File: config.mk
export PLATFORM = sky130hd
export DESIGN_NAME = pat_io_bank_flat
export DESIGN_NICKNAME = d
export VERILOG_FILES = /design/src/rtl/pat_io_bank_if.sv /design/src/rtl/pat_io_bank.sv /design/src/flat_wrapper.sv
export SDC_FILE = /design/constraint.sdc
export NUM_CORES = 1
export LEC_CHECK = 0
export CORE_UTILIZATION = 40
export CTS_BUF_LIST = sky130_fd_sc_hd__clkbuf_16
export CTS_CLUSTER_SIZE = 25
export DETAILED_ROUTE_END_ITERATION = 8
export PLACE_DENSITY = 0.6
export SETUP_SLACK_MARGIN = 0.4
export SLEW_MARGIN = 20
export SYNTH_ARGS = -nofsm -noshare
export SYNTH_HDL_FRONTEND = slang
export SYNTH_SLANG_ARGS = --single-unit
File: constraint.sdc
create_clock -name clk -period 6.4 [get_ports clk]
set_clock_uncertainty 0.05 [all_clocks]
set_input_delay 1.92 -clock clk [delete_from_list [all_inputs] [get_ports clk]]
set_output_delay 1.92 -clock clk [all_outputs]
set_load 0.005 [all_outputs]
File: src/rtl/pat_io_bank_if.sv
// Register read/write port between the PAT core and the I/O bank.
// The master issues strobes; the slave returns registered read data.
interface pat_io_bank_if #(
   parameter int D_WIDTH = 8,
   parameter int ADR_W   = 4
);
   logic [ADR_W-1:0]   adr;
   logic               wr_en;
   logic [D_WIDTH-1:0] wr_data;
   logic               rd_en;
   logic [D_WIDTH-1:0] rd_data;
   logic               rd_valid;

   modport master (
      output adr, wr_en, wr_data, rd_en,
      input  rd_data, rd_valid
   );

   modport slave (
      input  adr, wr_en, wr_data, rd_en,
      output rd_data, rd_valid
   );
endinterface

File: src/rtl/pat_io_bank.sv
// N-port bidirectional byte I/O bank: synchronised inputs with sticky change flags,
// latched outputs with per-port PWM gating, and a combined interrupt line.
module pat_io_bank #(
   parameter int D_WIDTH   = 8,
   parameter int N_PORTS   = 4,
   parameter int PWM_WIDTH = 8,
   parameter int ADR_W     = $clog2(N_PORTS) + 2
) (
   input  logic                       clk,
   input  logic                       reset,
   input  logic [N_PORTS*D_WIDTH-1:0] pads_in,
   output logic [N_PORTS*D_WIDTH-1:0] pads_out,
   pat_io_bank_if.slave               bus,
   output logic                       irq,
   output logic                       pwm_wrap
);
   localparam int IDX_W = ADR_W - 2;
   localparam int MIN_W = (D_WIDTH < PWM_WIDTH) ? D_WIDTH : PWM_WIDTH;

   logic [D_WIDTH-1:0]   s1_r    [N_PORTS];
   logic [D_WIDTH-1:0]   s2_r    [N_PORTS];
   logic [D_WIDTH-1:0]   s3_r    [N_PORTS];
   logic [D_WIDTH-1:0]   latch_r [N_PORTS];
   logic [D_WIDTH-1:0]   flags_r [N_PORTS];
   logic [PWM_WIDTH-1:0] duty_r  [N_PORTS];
   logic [N_PORTS-1:0]   pwm_en_r;
   logic [N_PORTS-1:0]   irq_en_r;
   logic [1:0]           primed_r;
   logic [PWM_WIDTH-1:0] pwm_cnt_r;
   logic [D_WIDTH-1:0]   rd_data_r;
   logic                 rd_valid_r;

   logic [IDX_W-1:0]     idx_s;
   logic [1:0]           sel_s;
   logic [N_PORTS-1:0]   hit_s;
   logic [D_WIDTH-1:0]   flags_nxt_s [N_PORTS];
   logic [D_WIDTH-1:0]   view_s;
   logic [D_WIDTH-1:0]   clr_s;
   logic [D_WIDTH-1:0]   set_s;
   logic [D_WIDTH-1:0]   rd_mux_s;
   logic                 irq_nxt_s;

   // Only the low MIN_W duty bits are reachable through the data bus.
   function automatic logic [D_WIDTH-1:0] duty_to_bus(input logic [PWM_WIDTH-1:0] duty);
      logic [D_WIDTH-1:0] v;
      v = '0;
      v[MIN_W-1:0] = duty[MIN_W-1:0];
      return v;
   endfunction

   function automatic logic [PWM_WIDTH-1:0] duty_from_bus(input logic [PWM_WIDTH-1:0] old,
                                                          input logic [D_WIDTH-1:0]   data);
      logic [PWM_WIDTH-1:0] v;
      v = old;
      v[MIN_W-1:0] = data[MIN_W-1:0];
      return v;
   endfunction

   assign bus.rd_data  = rd_data_r;
   assign bus.rd_valid = rd_valid_r;

   // Address decode, read mux, flag next-state and interrupt combine
   always_comb begin
      idx_s     = bus.adr[ADR_W-1:2];
      sel_s     = bus.adr[1:0];
      hit_s     = '0;
      rd_mux_s  = '0;
      irq_nxt_s = 1'b0;
      view_s    = '0;
      clr_s     = '0;
      set_s     = '0;
      for (int p = 0; p < N_PORTS; p++) begin
         hit_s[p] = (idx_s == IDX_W'(p));
         case (sel_s)
            2'd0:    view_s = s2_r[p];
            2'd1:    view_s = flags_r[p];
            2'd2:    view_s = D_WIDTH'({irq_en_r[p], pwm_en_r[p]});
            2'd3:    view_s = duty_to_bus(duty_r[p]);
            default: view_s = '0;
         endcase
         rd_mux_s = rd_mux_s | (hit_s[p] ? view_s : '0);
         // Set is OR-ed in after the clear so a same-cycle set wins.
         clr_s = (bus.wr_en && hit_s[p] && (sel_s == 2'd1)) ? bus.wr_data : '0;
         set_s = (primed_r == 2'd3) ? (s2_r[p] ^ s3_r[p]) : '0;
         flags_nxt_s[p] = (flags_r[p] & ~clr_s) | set_s;
         irq_nxt_s = irq_nxt_s | (irq_en_r[p] & (|flags_r[p]));
      end
   end

   // Register file, synchronisers, PWM counter and registered outputs
   always_ff @(posedge clk) begin
      if (reset) begin
         primed_r   <= 2'd0;
         pwm_cnt_r  <= '0;
         pwm_wrap   <= 1'b0;
         irq        <= 1'b0;
         rd_data_r  <= '0;
         rd_valid_r <= 1'b0;
         pads_out   <= '0;
         pwm_en_r   <= '0;
         irq_en_r   <= '0;
         for (int p = 0; p < N_PORTS; p++) begin
            s1_r[p]    <= '0;
            s2_r[p]    <= '0;
            s3_r[p]    <= '0;
            latch_r[p] <= '0;
            flags_r[p] <= '0;
            duty_r[p]  <= '0;
         end
      end else begin
         primed_r   <= (primed_r == 2'd3) ? primed_r : primed_r + 2'd1;
         pwm_cnt_r  <= pwm_cnt_r + PWM_WIDTH'(1);
         pwm_wrap   <= &pwm_cnt_r;
         irq        <= irq_nxt_s;
         rd_valid_r <= bus.rd_en;
         if (bus.rd_en) begin
            rd_data_r <= rd_mux_s;
         end else begin
            rd_data_r <= rd_data_r;
         end
         for (int p = 0; p < N_PORTS; p++) begin
            s1_r[p]    <= pads_in[p*D_WIDTH +: D_WIDTH];
            s2_r[p]    <= s1_r[p];
            s3_r[p]    <= s2_r[p];
            flags_r[p] <= flags_nxt_s[p];
            pads_out[p*D_WIDTH +: D_WIDTH] <= pwm_en_r[p]
               ? (latch_r[p] & {D_WIDTH{pwm_cnt_r < duty_r[p]}})
               : latch_r[p];
            if (bus.wr_en && hit_s[p]) begin
               case (sel_s)
                  2'd0: latch_r[p] <= bus.wr_data;
                  2'd1: begin end
                  2'd2: begin
                     pwm_en_r[p] <= bus.wr_data[0];
                     irq_en_r[p] <= bus.wr_data[1];
                  end
                  2'd3:    duty_r[p] <= duty_from_bus(duty_r[p], bus.wr_data);
                  default: begin end
               endcase
            end else begin
               latch_r[p] <= latch_r[p];
            end
         end
      end
   end
endmodule

File: src/flat_wrapper.sv
// flat-port wrapper written by rule: the top's interface ports become plain ports
module pat_io_bank_flat 
#(
   parameter int D_WIDTH   = 8,
   parameter int N_PORTS   = 4,
   parameter int PWM_WIDTH = 8,
   parameter int ADR_W     = $clog2(N_PORTS) + 2
)
  (clk, reset, pads_in, pads_out, irq, pwm_wrap, bus_adr, bus_wr_en, bus_wr_data, bus_rd_en, bus_rd_data, bus_rd_valid);
  pat_io_bank_if #(.D_WIDTH(D_WIDTH), .ADR_W(ADR_W)) bus_i ();
  input  logic clk;
  input  logic reset;
  input  logic [N_PORTS*D_WIDTH-1:0] pads_in;
  output logic [N_PORTS*D_WIDTH-1:0] pads_out;
  output logic irq;
  output logic pwm_wrap;
  input wire logic [$bits(bus_i.adr)-1:0] bus_adr;
  input wire logic [$bits(bus_i.wr_en)-1:0] bus_wr_en;
  input wire logic [$bits(bus_i.wr_data)-1:0] bus_wr_data;
  input wire logic [$bits(bus_i.rd_en)-1:0] bus_rd_en;
  output wire logic [$bits(bus_i.rd_data)-1:0] bus_rd_data;
  output wire logic [$bits(bus_i.rd_valid)-1:0] bus_rd_valid;
  assign bus_i.adr = bus_adr;
  assign bus_i.wr_en = bus_wr_en;
  assign bus_i.wr_data = bus_wr_data;
  assign bus_i.rd_en = bus_rd_en;
  assign bus_rd_data = bus_i.rd_data;
  assign bus_rd_valid = bus_i.rd_valid;
  pat_io_bank #(.D_WIDTH(D_WIDTH), .N_PORTS(N_PORTS), .PWM_WIDTH(PWM_WIDTH), .ADR_W(ADR_W)) u_core (.clk(clk), .reset(reset), .pads_in(pads_in), .pads_out(pads_out), .bus(bus_i), .irq(irq), .pwm_wrap(pwm_wrap));
endmodule
; ---- Word level (Yosys, flattened, before mapping)
; Memory sizes are Yosys's and may differ from the RTL's.
; Cells that the tools add are included.
[totals]
output_inout_bits = 43
inputBits = 48
regBits = 61
wordCells = 200
mem_count = 6
mem_bits_rw = 192
[mem_list]
columns = name, depth, width, rd, rd_ports_with_merged_regs, wr, line
row1 = u_core.duty_r, 4, 8, 4, 0, 4, pat_io_bank.sv:25  ; logic [PWM_WIDTH-1:0] duty_r [N_PORTS];
row2 = u_core.flags_r, 4, 8, 4, 0, 4, pat_io_bank.sv:24  ; logic [D_WIDTH-1:0] flags_r [N_PORTS];
row3 = u_core.latch_r, 4, 8, 4, 0, 4, pat_io_bank.sv:23  ; logic [D_WIDTH-1:0] latch_r [N_PORTS];
row4 = u_core.s1_r, 4, 8, 4, 0, 4, pat_io_bank.sv:20  ; logic [D_WIDTH-1:0] s1_r [N_PORTS];
row5 = u_core.s2_r, 4, 8, 4, 0, 4, pat_io_bank.sv:21  ; logic [D_WIDTH-1:0] s2_r [N_PORTS];
row6 = u_core.s3_r, 4, 8, 4, 0, 4, pat_io_bank.sv:22  ; logic [D_WIDTH-1:0] s3_r [N_PORTS];
[classes]
mux = 89
n_reduce_logical = 19
magnitude_cmp = 4
n_eq_ne = 7
bitwise = 58
add_sub_neg = 2
[op_table]
columns = cell, n
row1 = 8-bit two-way mux, 44
row2 = 8-bit one-hot mux with 4 select lines, 4
row3 = 8-bit AND, 8
row4 = 8-bit OR, 7
row5 = 1-bit two-way mux, 41
row6 = 8-bit less-than comparator, 4
row7 = 8-bit NOT, 4
row8 = 8-bit OR reduction, 4
row9 = 8-bit XOR, 4
row10 = 1-bit OR, 31
row11 = 2-bit equality test (second input constant), 5
row12 = 8-bit by 1-bit adder with 8-bit output (second input constant), 1
row13 = 1-bit logical AND, 8
row14 = 2-bit AND reduction, 4
row15 = 8-bit AND reduction, 1
row16 = 1-bit AND, 4
row17 = 2-bit by 1-bit equality test with 1-bit output (second input constant), 2
row18 = 2-bit logical NOT, 2
row19 = 2-bit by 1-bit adder with 2-bit output (second input constant), 1

; ---- Longest topological paths before layout
; Gate-level depths: netlist (run 1).
[depth]
depth_word = 8
depth_mapped = 7
depth_no_buf = 7

; ---- Worst setup path after synthesis (run 1)
; Ideal clock, no wire load.
[synth_path]
path_kind = input to register
startpoint = in bus_adr[0]
endpoint = mem u_core.latch_r[0][0] (enable)
path_stages = 4
arrival_ns = 2.931
path_buffers = 2
slack_ns = 3.044
cell_sequence = buf_4 > or2_2 > buf_2 > o21bai_1
[synth_rtl]
columns = item, line
row1 = from (decl), flat_wrapper.sv:17  ; input wire logic [$bits(bus_i.adr)-1:0] bus_adr;
row2 = to (decl), pat_io_bank.sv:23

==> results of run 1 <==
layer usage:
| layer | track usage | share of wire | up-vias |
|---|---|---|---|
| met4 | 0.0536 | 0.028 | 0 |
| met2 | 0.280 | 0.45 | 180 |
| met1 | 0.241 | 0.48 | 3080 |
| met3 | 0.0214 | 0.043 | 38 |
| li1 | - | - | 3415 |
| met5 | 0 | 0 | - |
flip-flops by register name, summed over array words and instances (netlist names), 32 cells and up:
name,cells
u_core.s2_r,32
u_core.duty_r,32
u_core.s1_r,32
u_core.flags_r,32
u_core.s3_r,32
u_core.latch_r,32
u_core.pads_out,32
final timing paths:
path,end,slack [ps],cells past startpoint
setup / recovery,u_core.latch_r[0][14],2630,4
setup reg to reg,u_core.pads_out[20],4510,4
hold reg to reg,u_core.s2_r[0][27],380,1
hold / removal,u_core.s2_r[0][27],380,1
layout make-up:
type                            count  area [um^2]  share of cell area
Multi-Input combinational cell    617         4190               0.343
Timing Repair Buffer               97          946              0.0775
Clock inverter                     19         90.1             0.00738
Sequential cell                   253         5710               0.467
Clock buffer                       30          751              0.0615
Tap cell                          330          413              0.0338
Inverter                           29          109             0.00892
synthesized netlist by cell type (all sizes together) (6+ instances only):
master and n:
buf 25, a21oi 13, a21boi 24, xor2 37
nor2b 102, inv 29, clkbuf 29, mux2i 42
a22oi 34, nor2 74, edfxtp 64, ha 30
o221ai 10, nand2b 7, nor3 12, dfxtp 189
o22ai 6, o21bai 8, a211oi 7, nand3 8
and2 72, o21ai 19, nand2 54, nor4 9
cell families after synthesis:
logic type	Yosys count	share of synthesized area
muxes	46	0.0452
buffers and inverters	83	0.0389
and+or+nand+nor	354	0.187
AOI/OAI and AO/OA	148	0.105
DFF	253	0.554
xor gates and xnor gates	39	0.0332
adders and majority gates	30	0.0365
critical path, stage by stage:
cell and delay [ps]:
clkdlybuf4s50_1 550, buf_4 280, nand3b_1 410, o21bai_1 710
where the power goes:
part           internal [W]  switching, W
Combinational      0.000146      0.000159
Clock              0.000837      0.000619
Sequential          0.00173     0.0000391
per-stage QoR:
stage	cell area [um^2]	power [W]	std cells	hold WS [ps]	setup WS (ps)
2_1_floorplan	10300	0.00197	953	364	3040
3_3_place_gp	11400	0.00210	1326	371	2140
3_5_place_dp	11400	0.00211	1326	371	2110
4_1_cts	12200	0.00356	1375	384	2660
5_1_grt	12200	0.00367	1375	402	2510
6_report	12200	0.00353	1375	382	2630
==> results.yml, run 1 <==
timing:
  final-setup-viol-count: 0
  max_freq_mhz: 265
  worst_pin_slew_ps: 969
  tns_ps: 0
  hold_viol: 0
  rsz0062_at_grt: "no"
  slew_viol_final: 0
  min_period_ps: 3770
  period_share: 0.590
  slew_headroom: 0.352
clock_network:
  root_buffer: "clkbuf_16"
  tritoncts: "built"
  clock_path_buffers: 3
  numCtsBuffers: 27
  clk_latency_ps: 540
  cts.sinks: 253
  cts-htree-levels: 1
  cts_setup_buffers: 0
  clk_pin_slew_ps: 60
  cts-resized-gates: 0
  postCtsHoldBufs: 0
finish:
  layout.nets: 1103
  drive_gt1_frac: 0.0679
  final_cell_mix: "dfxtp_1 (189), nor2b_1 (102), clkdlybuf4s50_1 (88)"
  syn2layout_area_growth_pct: 18.5
  fillers: 2292
  n_antenna_cell: 0
  final_core_util: 0.485
  final_common_cell: "dfxtp_1"
synthesis:
  synthArstFlopShare: 0
  seq_area_frac_synth: 0.554
  syn_inst: 953
  synth_fp_nets: 1031
  netlist_area_um2: 10300
  yosys_warnings: 0
  ys.flop_type: "dfxtp_1"
  synth-edff-count: 64
  syn-mean-instance-area_um2: 10.8
  synth_seq_cells: 253
  yosys.area.top_type: "dfxtp_1"
  synthDistinctLibCells: 54
  netlist_top_cells_area: "dfxtp_1 (37%), edfxtp_1 (19%), nor2b_1 (6.2%)"
  synthDominantCellAreaShare: 0.367
power:
  power.density_nw_per_um2: 289
  power_leakage_nw: 4.90
  ir_drop_mv: 0.170
global_route:
  grt_antenna_before_repair: 0
  track_usage: 0.173
  grt_pass1_wl_um: 35100
  grt-ovfl-total: 0
  grt_pass1_vias: 6122
  grt_max_degree: 76
setup_path:
  end_kind: "register"
  crit_type: "primary input to register"
  crit_arrival_ps: 3880
  required_ps: 6510
  critical_path.startpoint_type: "primary input"
  startpoint: "bus_adr[3]"
  worstPathMaxFanout: 22
  reg2reg_from: "u_core.pwm_cnt_r[6]"
floorplanning:
  initial_core_util: 0.409
  ioPinCount: 91
  rows: 58
  die_area_um2: 26400
  die_y_um: 162
  core_um2: 25200
  die_w_um: 162
detailed_routing:
  drt_iter0_markers: 408
  drc: 0
  routed-via-count: 6713
  drt-vias-per-instance: 4.88
  final_antenna_net_count: 0
  wl_um: 22500
  dr.pass1.iters: 5
  wl_per_cell_um: 16.4
min_path:
  hold_path.startpoint: "u_core.s1_r[3][3]"
  min_path_type: "register to register"
run_status:
  status: "finished clean"
place:
  gp_congestion: 0.835
  dp.final_hpwl_um: 15100
  port_buffers: 90
flow_run:
  max_cap_viol_count: 0
No activity file was read; power rests on OpenSTA's default activity.
==> run 2, diff against run 1 <==
- clock period: 6.4 -> 3.6 ns (I/O delays scaled with it)
==> results.yml, run 2 (same netlist as run 1, synthesis figures left out) <==
detailed_routing:
  wl_um: 22800
  drt-vias-per-instance: 4.89
  wl_per_cell_um: 16.4
  dr.pass1.iters: 5
  routed-via-count: 6811
  drt_iter0_markers: 533
  final_antenna_net_count: 0
  drc: 0
power:
  power.density_nw_per_um2: 511
  power_leakage_nw: 4.98
  ir_drop_mv: 0.300
setup_path:
  worstPathMaxFanout: 2
  crit_type: "register to output pin"
  startpoint: "u_core.bus.rd_data[0]"
  crit_path_top_delay_cell: "clkdlybuf4s50_1"
  critical-path-max-stage-delay_ps: 540
  crit_chain: "clkdlybuf4s50_1"
  critPathTopFamily: "buffers and inverters"
  critical_path.startpoint_type: "register"
  crit_arrival_ps: 1510
  path_buf_inv: 1
  reg2reg_from: "u_core.pwm_cnt_r[6]"
  required_ps: 2470
  end_kind: "output pin"
timing:
  tns_ps: 0
  min_period_ps: 2640
  max_freq_mhz: 379
  period_share: 0.732
  rsz0062_at_grt: "no"
  slew_headroom: 0.378
  final-setup-viol-count: 0
  worst_pin_slew_ps: 931
  slew_viol_final: 0
  hold_viol: 0
  finalWorstSetupSlack_ps: 965
finish:
  layout.nets: 1120
  final_cell_mix: "dfxtp_1 (189), nor2b_1 (102), clkdlybuf4s50_1 (88)"
  final_core_util: 0.491
  fillers: 2352
  drive_gt1_frac: 0.0829
  final_common_cell: "dfxtp_1"
  syn2layout_area_growth_pct: 20.0
  stdcell_area_um2: 12400
  layout.cells.non_filler: 1393
clock_network:
  tritoncts: "built"
  cts-resized-gates: 0
  clock_path_buffers: 3
  clk_pin_slew_ps: 60
  cts_setup_buffers: 0
  clk_latency_ps: 540
  cts.sinks: 253
  postCtsHoldBufs: 0
  root_buffer: "clkbuf_16"
  numCtsBuffers: 28
  cts-htree-levels: 1
global_route:
  grt_antenna_before_repair: 1
  track_usage: 0.176
  grt-ovfl-total: 0
  grt_pass1_vias: 6270
  grt_max_degree: 119
  grt_pass1_wl_um: 35500
floorplanning:
  initial_core_util: 0.409
  core_um2: 25200
  die_area_um2: 26400
  die_y_um: 162
  rows: 58
  die_w_um: 162
  ioPinCount: 91
run_status:
  status: "finished clean"
place:
  placed_cells: 1342
  place_ws_ps: 510
  placed_area_um2: 11500
  port_buffers: 90
  dp.final_hpwl_um: 15500
  gp_congestion: 0.896
flow_run:
  max_cap_viol_count: 0
min_path:
  min_path_type: "register to register"
  hold_path.startpoint: "u_core.s1_r[3][7]"
## run 2: final cells by class
cell class                 count  area, um^2  area share
sequential                   253        5710       0.462
multi-input combinational    617        4190       0.339
timing repair buffer         113        1080      0.0873
clock buffer                  29         726      0.0587
tap                          330         413      0.0334
clock inverter                21         128      0.0103
inverter                      29         109     0.00881
antenna                        1        2.50    0.000203
## run 2: worst paths after layout
check,cells after the start,slack (ps),endpoint
max reg2reg,4,1600,u_core.pads_out[18]
min reg2reg,1,380,u_core.s2_r[0][31]
max,1,960,bus_rd_data[0]
min,1,380,u_core.s2_r[0][31]
## run 2: stage by stage
step,power [W],hold slack [ps]
3_5_place_dp,0.00376,370
6_report,0.00631,383
3_3_place_gp,0.00375,369
2_1_floorplan,0.00351,364
5_1_grt,0.00656,399
4_1_cts,0.00638,384
## run 2: report_power, final
group	internal [W]	leakage [nW]	total, W	switching, W
combinational	0.000272	2.36	0.000561	0.000290
clock	0.00152	0.453	0.00261	0.00109
sequential	0.00307	2.17	0.00314	0.0000687
## run 2: metal layers
metal,vias to the layer above,part of all wire,track usage
met5,-,0,0
met4,0,0.048,0.0862
li1,3439,-,-
met3,54,0.043,0.0247
met2,201,0.44,0.267
met1,3117,0.47,0.246
